### src/rtl/cpu_pkg.sv
// Purpose: shared fetch-side types and constants (FSM states, reset PC, exception bits, stall indices).
// Latency: none, declarations only.
// Backpressure: n/a.
package cpu_pkg;

  // Fetch requester states.
  typedef enum logic [1:0] {
    REQ     = 2'd0,  // request the current pc
    WAIT    = 2'd1,  // request accepted, waiting for data
    HOLD    = 2'd2,  // instruction delivered, downstream stalled
    DISCARD = 2'd3   // a squashed response is still in flight
  } fetch_state_e;

  localparam logic [31:0] RESET_PC = 32'hBFC0_0000;

  // Bit positions in the fetch exception type word.
  localparam int ADEL_BIT = 4;

  // Positions in the pipeline stall vector.
  localparam int INST = 0;
  localparam int ID   = 1;
  localparam int EXE  = 2;
  localparam int DATA = 3;

endpackage

### src/rtl/preif_pc_sel.sv
// Purpose: next-PC mux, priority exception > branch > sequential advance > hold.
// Latency: combinational.
// Backpressure: none; the caller decides when to advance.
// Ports: pc_i current pc; exception_i/exception_pc_i and branch_enable_i/branch_target_i
//        redirect sources; advance_i selects pc+4; pc_next_o result; redirect_o any redirect.
module preif_pc_sel
  import cpu_pkg::*;
(
  input  logic [31:0] pc_i,
  input  logic        exception_i,
  input  logic [31:0] exception_pc_i,
  input  logic        branch_enable_i,
  input  logic [31:0] branch_target_i,
  input  logic        advance_i,
  output logic [31:0] pc_next_o,
  output logic        redirect_o
);

  always_comb begin
    pc_next_o = pc_i;
    if (exception_i) begin
      pc_next_o = exception_pc_i;
    end else if (branch_enable_i) begin
      pc_next_o = branch_target_i;
    end else if (advance_i) begin
      // Wraps modulo 2^32 by construction.
      pc_next_o = pc_i + 32'd4;
    end
  end

  assign redirect_o = exception_i | branch_enable_i;

endmodule

### src/rtl/preif_fetch.sv
// Purpose: owns the PC, issues single-beat instruction reads, hands pc/inst/exception to IF->ID.
// Latency: request to delivery is 2 cycles with zero-wait memory (accept, data, registered delivery).
// Backpressure: a downstream stall at delivery parks the FSM in HOLD with outputs frozen; redirects override.
// Ports: clock_i/reset_i (async active-high); branch_*/exception_* redirect inputs; stall_i[3:1]
//        downstream stalls; inst_req_o/inst_addr_o/inst_addr_ok_i request channel;
//        inst_rdata_i/inst_data_ok_i response channel; inst_stall_o fetch-not-complete;
//        postif_* handoff to the IF->ID register.
// Optional: define PREIF_FETCH_PERF_EN to add perf_fetch_cnt_o and perf_squash_cnt_o.
module preif_fetch
  import cpu_pkg::*;
#(
  parameter logic [31:0] RESET_PC = cpu_pkg::RESET_PC,
  parameter int          ADEL_BIT = cpu_pkg::ADEL_BIT
) (
  input  logic        clock_i,
  input  logic        reset_i,
  input  logic        branch_enable_i,
  input  logic [31:0] branch_target_i,
  input  logic        exception_i,
  input  logic [31:0] exception_pc_i,
  input  logic [3:0]  stall_i,
  output logic        inst_req_o,
  output logic [31:0] inst_addr_o,
  input  logic        inst_addr_ok_i,
  input  logic [31:0] inst_rdata_i,
  input  logic        inst_data_ok_i,
  output logic        inst_stall_o,
`ifdef PREIF_FETCH_PERF_EN
  output logic [31:0] perf_fetch_cnt_o,
  output logic [31:0] perf_squash_cnt_o,
`endif
  output logic [31:0] postif_pc_o,
  output logic [31:0] postif_inst_o,
  output logic [31:0] postif_exception_type_o,
  output logic        postif_inst_ren_o,
  output logic        postif_inst_ok_o,
  output logic        postif_inst_valid_o
);

  fetch_state_e state_q, state_d;
  logic [31:0]  pc_q, pc_d;
  logic [31:0]  out_pc_q, out_pc_d;
  logic [31:0]  out_inst_q, out_inst_d;
  logic [31:0]  out_exc_q, out_exc_d;
  logic         ok_q, ok_d;

  logic         redirect;
  logic         down_stall;
  logic         misaligned;
  logic         advance;
  logic         deliver;
  logic         drop;
  logic [31:0]  inst_sel;
  logic [31:0]  exc_sel;

  // stall_i[INST] is this block's own stall fed back; it carries no information here.
  logic unused_stall_inst;
  assign unused_stall_inst = stall_i[INST];

  assign down_stall = |stall_i[DATA:ID];
  assign misaligned = pc_q[1:0] != 2'b00;

  preif_pc_sel u_pc_sel (
    .pc_i            (pc_q),
    .exception_i     (exception_i),
    .exception_pc_i  (exception_pc_i),
    .branch_enable_i (branch_enable_i),
    .branch_target_i (branch_target_i),
    .advance_i       (advance),
    .pc_next_o       (pc_d),
    .redirect_o      (redirect)
  );

  always_comb begin
    state_d  = state_q;
    advance  = 1'b0;
    deliver  = 1'b0;
    drop     = 1'b0;
    inst_sel = inst_rdata_i;
    exc_sel  = '0;
    case (state_q)
      REQ: begin
        if (redirect) begin
          // An accepted request at the old pc still owes us a response.
          if (!misaligned && inst_addr_ok_i) state_d = DISCARD;
        end else if (misaligned) begin
          // Never touches memory: deliver the address-error marker directly.
          deliver  = 1'b1;
          inst_sel = '0;
          exc_sel  = 32'd1 << ADEL_BIT;
        end else if (inst_addr_ok_i) begin
          state_d = WAIT;
        end
      end
      WAIT: begin
        if (inst_data_ok_i) begin
          if (redirect) begin
            drop    = 1'b1;
            state_d = REQ;
          end else begin
            deliver = 1'b1;
          end
        end else if (redirect) begin
          state_d = DISCARD;
        end
      end
      HOLD: begin
        if (redirect) begin
          state_d = REQ;
        end else if (!down_stall) begin
          advance = 1'b1;
          state_d = REQ;
        end
      end
      DISCARD: begin
        if (inst_data_ok_i) begin
          drop    = 1'b1;
          state_d = REQ;
        end
      end
      default: state_d = REQ;
    endcase

    if (deliver) begin
      if (down_stall) begin
        state_d = HOLD;
      end else begin
        advance = 1'b1;
        state_d = REQ;
      end
    end
  end

  always_comb begin
    // ok stays up for every cycle spent parked in HOLD.
    ok_d       = deliver | (state_q == HOLD && !redirect && down_stall);
    out_pc_d   = deliver ? pc_q     : out_pc_q;
    out_inst_d = deliver ? inst_sel : out_inst_q;
    out_exc_d  = deliver ? exc_sel  : out_exc_q;
  end

  always_ff @(posedge clock_i or posedge reset_i) begin
    if (reset_i) begin
      state_q    <= REQ;
      pc_q       <= RESET_PC;
      out_pc_q   <= RESET_PC;
      out_inst_q <= '0;
      out_exc_q  <= '0;
      ok_q       <= 1'b0;
    end else begin
      state_q    <= state_d;
      pc_q       <= pc_d;
      out_pc_q   <= out_pc_d;
      out_inst_q <= out_inst_d;
      out_exc_q  <= out_exc_d;
      ok_q       <= ok_d;
    end
  end

  // reset_i gates the request so the port reads idle while reset is held.
  assign inst_req_o              = !reset_i && state_q == REQ && !misaligned;
  assign inst_addr_o             = inst_req_o ? pc_q : '0;
  assign inst_stall_o            = !ok_q;
  assign postif_pc_o             = out_pc_q;
  assign postif_inst_o           = out_inst_q;
  assign postif_exception_type_o = out_exc_q;
  assign postif_inst_ren_o       = state_q == WAIT || state_q == DISCARD;
  assign postif_inst_ok_o        = ok_q;
  // A delivery that coincides with a redirect is on the wrong path.
  assign postif_inst_valid_o     = ok_q && !redirect;

`ifdef PREIF_FETCH_PERF_EN
  logic [31:0] fetch_cnt_q, fetch_cnt_d;
  logic [31:0] squash_cnt_q, squash_cnt_d;

  always_comb begin
    fetch_cnt_d  = fetch_cnt_q + (deliver ? 32'd1 : 32'd0);
    squash_cnt_d = squash_cnt_q + (drop ? 32'd1 : 32'd0);
  end

  always_ff @(posedge clock_i or posedge reset_i) begin
    if (reset_i) begin
      fetch_cnt_q  <= '0;
      squash_cnt_q <= '0;
    end else begin
      fetch_cnt_q  <= fetch_cnt_d;
      squash_cnt_q <= squash_cnt_d;
    end
  end

  assign perf_fetch_cnt_o  = fetch_cnt_q;
  assign perf_squash_cnt_o = squash_cnt_q;
`endif

endmodule

### config.mk
export PLATFORM = sky130hd
export DESIGN_NAME = preif_fetch
export DESIGN_NICKNAME = d
export VERILOG_FILES = /design/src/rtl/cpu_pkg.sv /design/src/rtl/preif_pc_sel.sv /design/src/rtl/preif_fetch.sv
export SDC_FILE = /design/constraint.sdc
export NUM_CORES = 1
export LEC_CHECK = 0
export ABC_AREA = 1
export CAP_MARGIN = 20
export CORE_UTILIZATION = 45
export CTS_CLUSTER_DIAMETER = 60
export DETAILED_ROUTE_END_ITERATION = 8
export PLACE_DENSITY_LB_ADDON = 0.25
export SETUP_SLACK_MARGIN = 0.15
export SLEW_MARGIN = 20
export SYNTH_ARGS = -nofsm -noshare
export SYNTH_HDL_FRONTEND = slang
export SYNTH_SLANG_ARGS = --single-unit
### constraint.sdc
create_clock -name clock_i -period 7.93 [get_ports clock_i]
set_input_delay 1.586 -clock clock_i [delete_from_list [all_inputs] [get_ports clock_i]]
set_output_delay 1.586 -clock clock_i [all_outputs]
set_load 0.01 [all_outputs]
==> results of run 1 <==
## metal layers
| layer | wire (um) | share of wire [%] | vias to the layer above | global-route usage [%] |
|---|---|---|---|---|
| met5 | 0 | 0 | - | 0 |
| met1 | 7060 | 45 | 2519 | 32.9 |
| met3 | 820 | 5.2 | 23 | 3.12 |
| met2 | 7490 | 48 | 189 | 41.1 |
| li1 | - | - | 2772 | - |
| met4 | 257 | 1.6 | 0 | 8.92 |
## registers in the layout, summed over array words and instances (netlist names)
register / flops
state_q: 2
postif_inst_ok_o: 1
postif_exception_type_o: 1
postif_pc_o: 32
pc_q: 32
postif_inst_o: 32
## where the power goes
group          switching (W)  total (W)  leakage [nW]  internal (W)
logic               0.000431   0.000887          2.39      0.000456
clock network       0.000201   0.000482         0.158      0.000281
registers           0.000115   0.000829          1.22      0.000715
## path summary, 6_finish.rpt
check | to | startpoint
setup / recovery | postif_inst_valid_o | exception_i
hold / removal | postif_pc_o[7]$_DFFE_PP0P_ | postif_pc_o[7]$_DFFE_PP0P_
hold reg to reg | postif_pc_o[7]$_DFFE_PP0P_ | postif_pc_o[7]$_DFFE_PP0P_
max in group asynchronous | pc_q[15]$_DFFE_PP0P_ | reset_i
min in group asynchronous | postif_inst_o[12]$_DFFE_PP0P_ | reset_i
setup reg to reg | state_q[0]$_DFFE_PP0P_ | state_q[0]$_DFFE_PP0P_
## cells by family after synthesis
kind of cell / synth area share [%]
adders and majority gates: 0.220
DFF: 44.4
AOI/OAI and AO/OA: 12.3
other: 0.0660
buffers and inverters: 13.8
and+or+nand+nor: 29.1
## cells in the final DEF, fill, tap and decap left out, types with 18 or more instances in the layout
master and count:
inv_1 92, nor2_1 80, o21ai_0 88, dfstp_2 18, clkdlybuf4s50_1 204, conb_1 33
nand2_1 230, nand3_1 48, dfrtp_1 82, o22ai_1 29
## per-stage QoR
stage / setup WS [ns] / hold WS [ns] / power [W]
5_1_grt: 2.23 / 0.504 / 0.00234
3_5_place_dp: 2.40 / 0.472 / 0.00173
6_report: 2.39 / 0.482 / 0.00220
2_1_floorplan: 3.76 / 0.454 / 0.00124
4_1_cts: 2.40 / 0.489 / 0.00221
3_3_place_gp: 2.44 / 0.458 / 0.00171
## worst max-delay path, cell delays in order
cell and delay, ns:
clkdlybuf4s50_1 0.51, nor2_4 0.81, inv_2 0.31, nor2_1 0.16
clkdlybuf4s50_1 0.56
## layout make-up
cell class / count / area share [%]
Multi-Input combinational cell: 550 / 31.2
Tap cell: 168 / 2.63
Inverter: 97 / 4.63
Sequential cell: 100 / 31.6
Clock inverter: 6 / 1.19
Clock buffer: 10 / 2.87
Timing Repair Buffer: 206 / 25.8
==> impl_metrics.json, run 1 <==
{
  "finish.cell_count_without_fillers": 1137,
  "power.leakage_nw": 3.76,
  "hpwl_um": 11700,
  "cp_data_arrival_time_ns": 3.95,
  "min_path_cells": 2,
  "layout.nets": 1071,
  "reg2reg_depth": 10,
  "drc_errors": 0,
  "final-max-slew-violation-count": 0,
  "synth-main-ff-cell": "dfrtp_1",
  "number_of_routed_nets_with_antenna_violations": 0,
  "design.core.area_um2": 12200,
  "vdd.ir_drop.worst_mv": 0.115,
  "yosys-top-cells-area": "dfrtp_1 36%, nand2_1 15%, dfstp_2 8.3%",
  "dieWidth_um": 114,
  "postSynthCellCount": 780,
  "cts_max_path_buffers": 2,
  "total_power_per_unit_cell_area_nw_per_um2": 276,
  "timing.final.setup_violations": 0,
  "detailed_place.area_um2": 7650,
  "clock_skew_ns": 0.00765,
  "synth_area_leader_cell": "dfrtp_1",
  "number_of_buffers_created_by_cts": 9,
  "clock_insertion_delay_worst_skew_ns": 0.34,
  "cts_post_setup_buffers_inserted": 0,
  "port-buffer-count": 204,
  "maxCapViolCount": 0,
  "critical_path_class": "in2out",
  "syn_area_um2": 5680,
  "grt_first_pass_wirelength_um": 25000,
  "numClockSinks": 100,
  "finalCriticalPeriod_ns": 5.54,
  "synth-edff-count": 0,
  "placed_cells_incl_taps": 1121,
  "via_count": 5503,
  "outcome": "finished clean",
  "setup_total_negative_slack_ns": 0,
  "max_clock_freq_mhz": 181,
  "syn_area_per_cell_um2": 7.28,
  "cts_max_level": 3,
  "finalWirelength_um": 15600,
  "number_of_antenna_violations_at_the_first_check_in_global_routing": 0,
  "seq_area_um2": 2520,
  "final_area_um2": 7980,
  "post_cts.resized_instances": 0,
  "hold_violations": 0,
  "detail_route.wl_per_cell_um": 13.7,
  "vias_per_cell": 4.84,
  "synth.top_cell.area_share_pct": 36.1,
  "tritoncts": "done",
  "residual_overflow_from_global_routing": 0,
  "setup.reg_to_reg.worst_slack_ns": 5.45,
  "cp.required_ns": 6.34,
  "synth_seq_cells": 100,
  "synth_cell_types": 33,
  "fin_util_pct": 65.6,
  "largest_net_degree_at_the_start_of_global_routing": 62,
  "timing.critical_path.from_type": "primary input",
  "die_height_um": 114,
  "synthArstFlopShare_pct": 100,
  "drt_iter0_markers": 414,
  "rsz0062_at_grt": "false",
  "synthMostInstantiatedCell": "nand2_1",
  "first_global_vias": 4921,
  "drive_above_1_share_pct": 6.30,
  "worst_setup_path_end_kind": "primary output",
  "antenna-diode-count": 0,
  "layout_worst_path_cycle_share_pct": 69.9,
  "slew_headroom_pct": 30.5,
  "cts_root_buf": "clkbuf_16",
  "hp-class": "reg2reg",
  "drt_pre_antenna_iters": 4,
  "yosysSeqAreaShare_pct": 44.4,
  "area_growth_syn_to_layout_pct": 40.4,
  "cts_hold_buffers": 0,
  "ys_top_cells_by_count": "231 x nand2_1, 93 x inv_1, 88 x o21ai_0",
  "gp_congestion": 0.898,
  "clock_pin_slew_worst_setup_and_hold_paths_ns": 0.07,
  "start_util_pct": 46.7,
  "path_max_fanout": 40,
  "num-fill-cells": 1089,
  "num_rows": 40,
  "multi_input_gate_area_um2": 2490,
  "grt.total_usage_pct": 24.6,
  "ios": 239,
  "synth-warning-count": 0,
  "fp.dieArea_um2": 13100,
  "timing_worst_slew_pin_value_ns": 1.04
}
(Power assumes the default switching activity.)
==> inputs of run 2 (changes only) <==
--- a/config.mk
+++ b/config.mk
@@ -7,7 +7,7 @@
 export LEC_CHECK = 0
 export ABC_AREA = 1
 export CAP_MARGIN = 20
-export CORE_UTILIZATION = 45
+export CORE_UTILIZATION = 43
 export CTS_CLUSTER_DIAMETER = 60
 export DETAILED_ROUTE_END_ITERATION = 8
 export PLACE_DENSITY_LB_ADDON = 0.25
==> constraint.sdc (replaced) <==
create_clock -name clock_i -period 5.4 [get_ports clock_i]
set_input_delay 1.08 -clock clock_i [delete_from_list [all_inputs] [get_ports clock_i]]
set_output_delay 1.08 -clock clock_i [all_outputs]
set_load 0.01 [all_outputs]
==> run 2 against run 1 <==
Sequential power rose by 47%. Critical path depth did not move. First-iteration DRC count fell by 1.4%.
==> impl_metrics.json, run 2 (same netlist as run 1, synthesis figures left out) <==
{
  "cts_max_path_buffers": 2,
  "cts_max_level": 3,
  "cp_cell_instances": "clkdlybuf4s50_1, nor3_1, inv_1, nor2_1, clkdlybuf4s50_1",
  "power.sequential.fraction_pct": 37.7,
  "finalCriticalPeriod_ns": 4.13,
  "layout_commonest_cell": "nand2_1",
  "crit_path_max_incr_delay_ns": 0.59,
  "finalWorstSetupSlack_ns": 1.27,
  "post_cts.resized_instances": 0,
  "cts_hold_buffers": 0,
  "fin_util_pct": 62.6,
  "hold_violations": 0,
  "critPathSlowestCell": "clkdlybuf4s50_1",
  "detail_route.wl_per_cell_um": 14.1,
  "power.share.clock_pct": 21.9,
  "timing.critical_path.from_type": "primary input",
  "number_of_buffers_created_by_cts": 9,
  "cts_post_setup_buffers_inserted": 0,
  "finalWirelength_um": 16100,
  "layout_worst_path_cycle_share_pct": 76.5,
  "maxCapViolCount": 0,
  "largest_net_degree_at_the_start_of_global_routing": 74,
  "num_rows": 41,
  "placed_cells_incl_taps": 1127,
  "hp-class": "reg2reg",
  "cts_root_buf": "clkbuf_16",
  "clock_skew_ns": 0.00958,
  "dieWidth_um": 117,
  "outcome": "finished clean",
  "regToRegEndpoint": "postif_pc_o[5]$_DFFE_PP0P_",
  "residual_overflow_from_global_routing": 0,
  "place_ws_ns": 1.24,
  "clock_insertion_delay_worst_skew_ns": 0.34,
  "gp_congestion": 0.887,
  "setup_total_negative_slack_ns": 0,
  "tritoncts": "done",
  "timing_worst_slew_pin_value_ns": 0.905,
  "critical-path-top-delay-family": "buffers and inverters",
  "worst_setup_path_end_kind": "primary output",
  "antenna-diode-count": 0,
  "vdd.ir_drop.worst_mv": 0.165,
  "setup.reg_to_reg.worst_slack_ns": 2.80,
  "grt.total_usage_pct": 23.8,
  "max_clock_freq_mhz": 242,
  "path_max_fanout": 30,
  "start_util_pct": 44.5,
  "vias_per_cell": 4.78,
  "numClockSinks": 100,
  "cp.required_ns": 4.32,
  "finish.cell_count_without_fillers": 1143,
  "hpwl_um": 11900,
  "detailed_place.area_um2": 7670,
  "critical-path-top-cell-by-count": "clkdlybuf4s50_1",
  "cp_data_arrival_time_ns": 3.05,
  "drc_errors": 0,
  "cp.buffers_inverters": 3,
  "fp.dieArea_um2": 13700,
  "share_comb_of_total_power_pct": 40.4,
  "critical_path_class": "in2out",
  "slew_headroom_pct": 39.6,
  "timing.hold.worst_endpoint": "postif_pc_o[31]$_DFFE_PP1P_",
  "ios": 239,
  "first_global_vias": 4977,
  "total_power_per_unit_cell_area_nw_per_um2": 405,
  "r2r_start": "state_q[0]$_DFFE_PP0P_",
  "drt_iter0_markers": 408,
  "beginning_of_the_worst_hold_path": "postif_pc_o[31]$_DFFE_PP1P_",
  "net-switching-power_w": 0.00111,
  "reg2reg_depth": 8,
  "area_growth_syn_to_layout_pct": 40.8,
  "via_count": 5463,
  "rsz0062_at_grt": "false",
  "power.leakage_nw": 3.77,
  "intPower_w": 0.00213,
  "die_height_um": 117,
  "design.core.area_um2": 12800,
  "number_of_routed_nets_with_antenna_violations": 0,
  "port-buffer-count": 204,
  "number_of_antenna_violations_at_the_first_check_in_global_routing": 0,
  "layout.nets": 1073,
  "timing.final.setup_violations": 0,
  "final_area_um2": 8000,
  "drive_above_1_share_pct": 6.49,
  "leading_cell_types_in_the_layout_fill_and_taps_excluded": "230 x nand2_1, 204 x clkdlybuf4s50_1, 92 x inv_1",
  "p_sw_share_pct": 34.2,
  "min_path_cells": 2,
  "final-max-slew-violation-count": 0,
  "grt_first_pass_wirelength_um": 24800,
  "drt_pre_antenna_iters": 5,
  "clock_pin_slew_worst_setup_and_hold_paths_ns": 0.07
}
[run 2: cell types whose count changed in the layout (fill, tap and decap cells not counted), sizes merged]
cell,before,now
buf,2,4
clkinv,1,2
clkinvlp,0,1
inv,100,98
[run 2: worst max-delay path by stage]
stage / end / start / cells past startpoint / slack, ns
2_1_floorplan: pc_q[0]$_DFFE_PP0P_ / reset_i / 1 / 1.73
3_3_place_gp: inst_addr_o[25] / reset_i / 5 / 1.30
3_5_place_dp: inst_addr_o[21] / reset_i / 5 / 1.24
4_1_cts: inst_addr_o[21] / reset_i / 5 / 1.23
5_1_grt: inst_addr_o[8] / reset_i / 5 / 1.09
6_report: inst_addr_o[21] / reset_i / 5 / 1.27
[run 2: routing by layer]
| layer | global-route usage [%] | wire length, um |
|---|---|---|
| met1 | 29.8 | 6900 |
| met3 | 4.07 | 1070 |
| met2 | 41.1 | 7790 |
| met4 | 8.78 | 325 |
| met5 | 0 | 0 |
[run 2: cell type report]
cell class                      count  area [um2]
Fill cell                        1176        4780
Sequential cell                   100        2520
Multi-Input combinational cell    550        2490
Timing Repair Buffer              208        2070
Inverter                           97         370
Clock buffer                       10         229
Tap cell                          172         215
Clock inverter                      6        93.8
[run 2: through the flow]
| step | hold WS (ns) | total power [W] |
|---|---|---|
| 2_1_floorplan | 0.454 | 0.00182 |
| 3_3_place_gp | 0.459 | 0.00251 |
| 3_5_place_dp | 0.463 | 0.00254 |
| 4_1_cts | 0.480 | 0.00326 |
| 5_1_grt | 0.494 | 0.00345 |
| 6_report | 0.477 | 0.00324 |
[run 2: power by group through the flow]
stage          Sequential [W]  Combinational, W  Clock [W]
2_1_floorplan         0.00133          0.000495          0
3_3_place_gp          0.00121           0.00129          0
3_5_place_dp          0.00123           0.00131          0
4_1_cts               0.00122           0.00132   0.000719
5_1_grt               0.00126           0.00145   0.000745
6_report              0.00122           0.00131   0.000709
[run 2: worst min-delay path, cell delays in order (launching register included)]
cell and delay (ns):
dfstp_2 0.37, nand2_1 0.05, o21ai_1 0.05
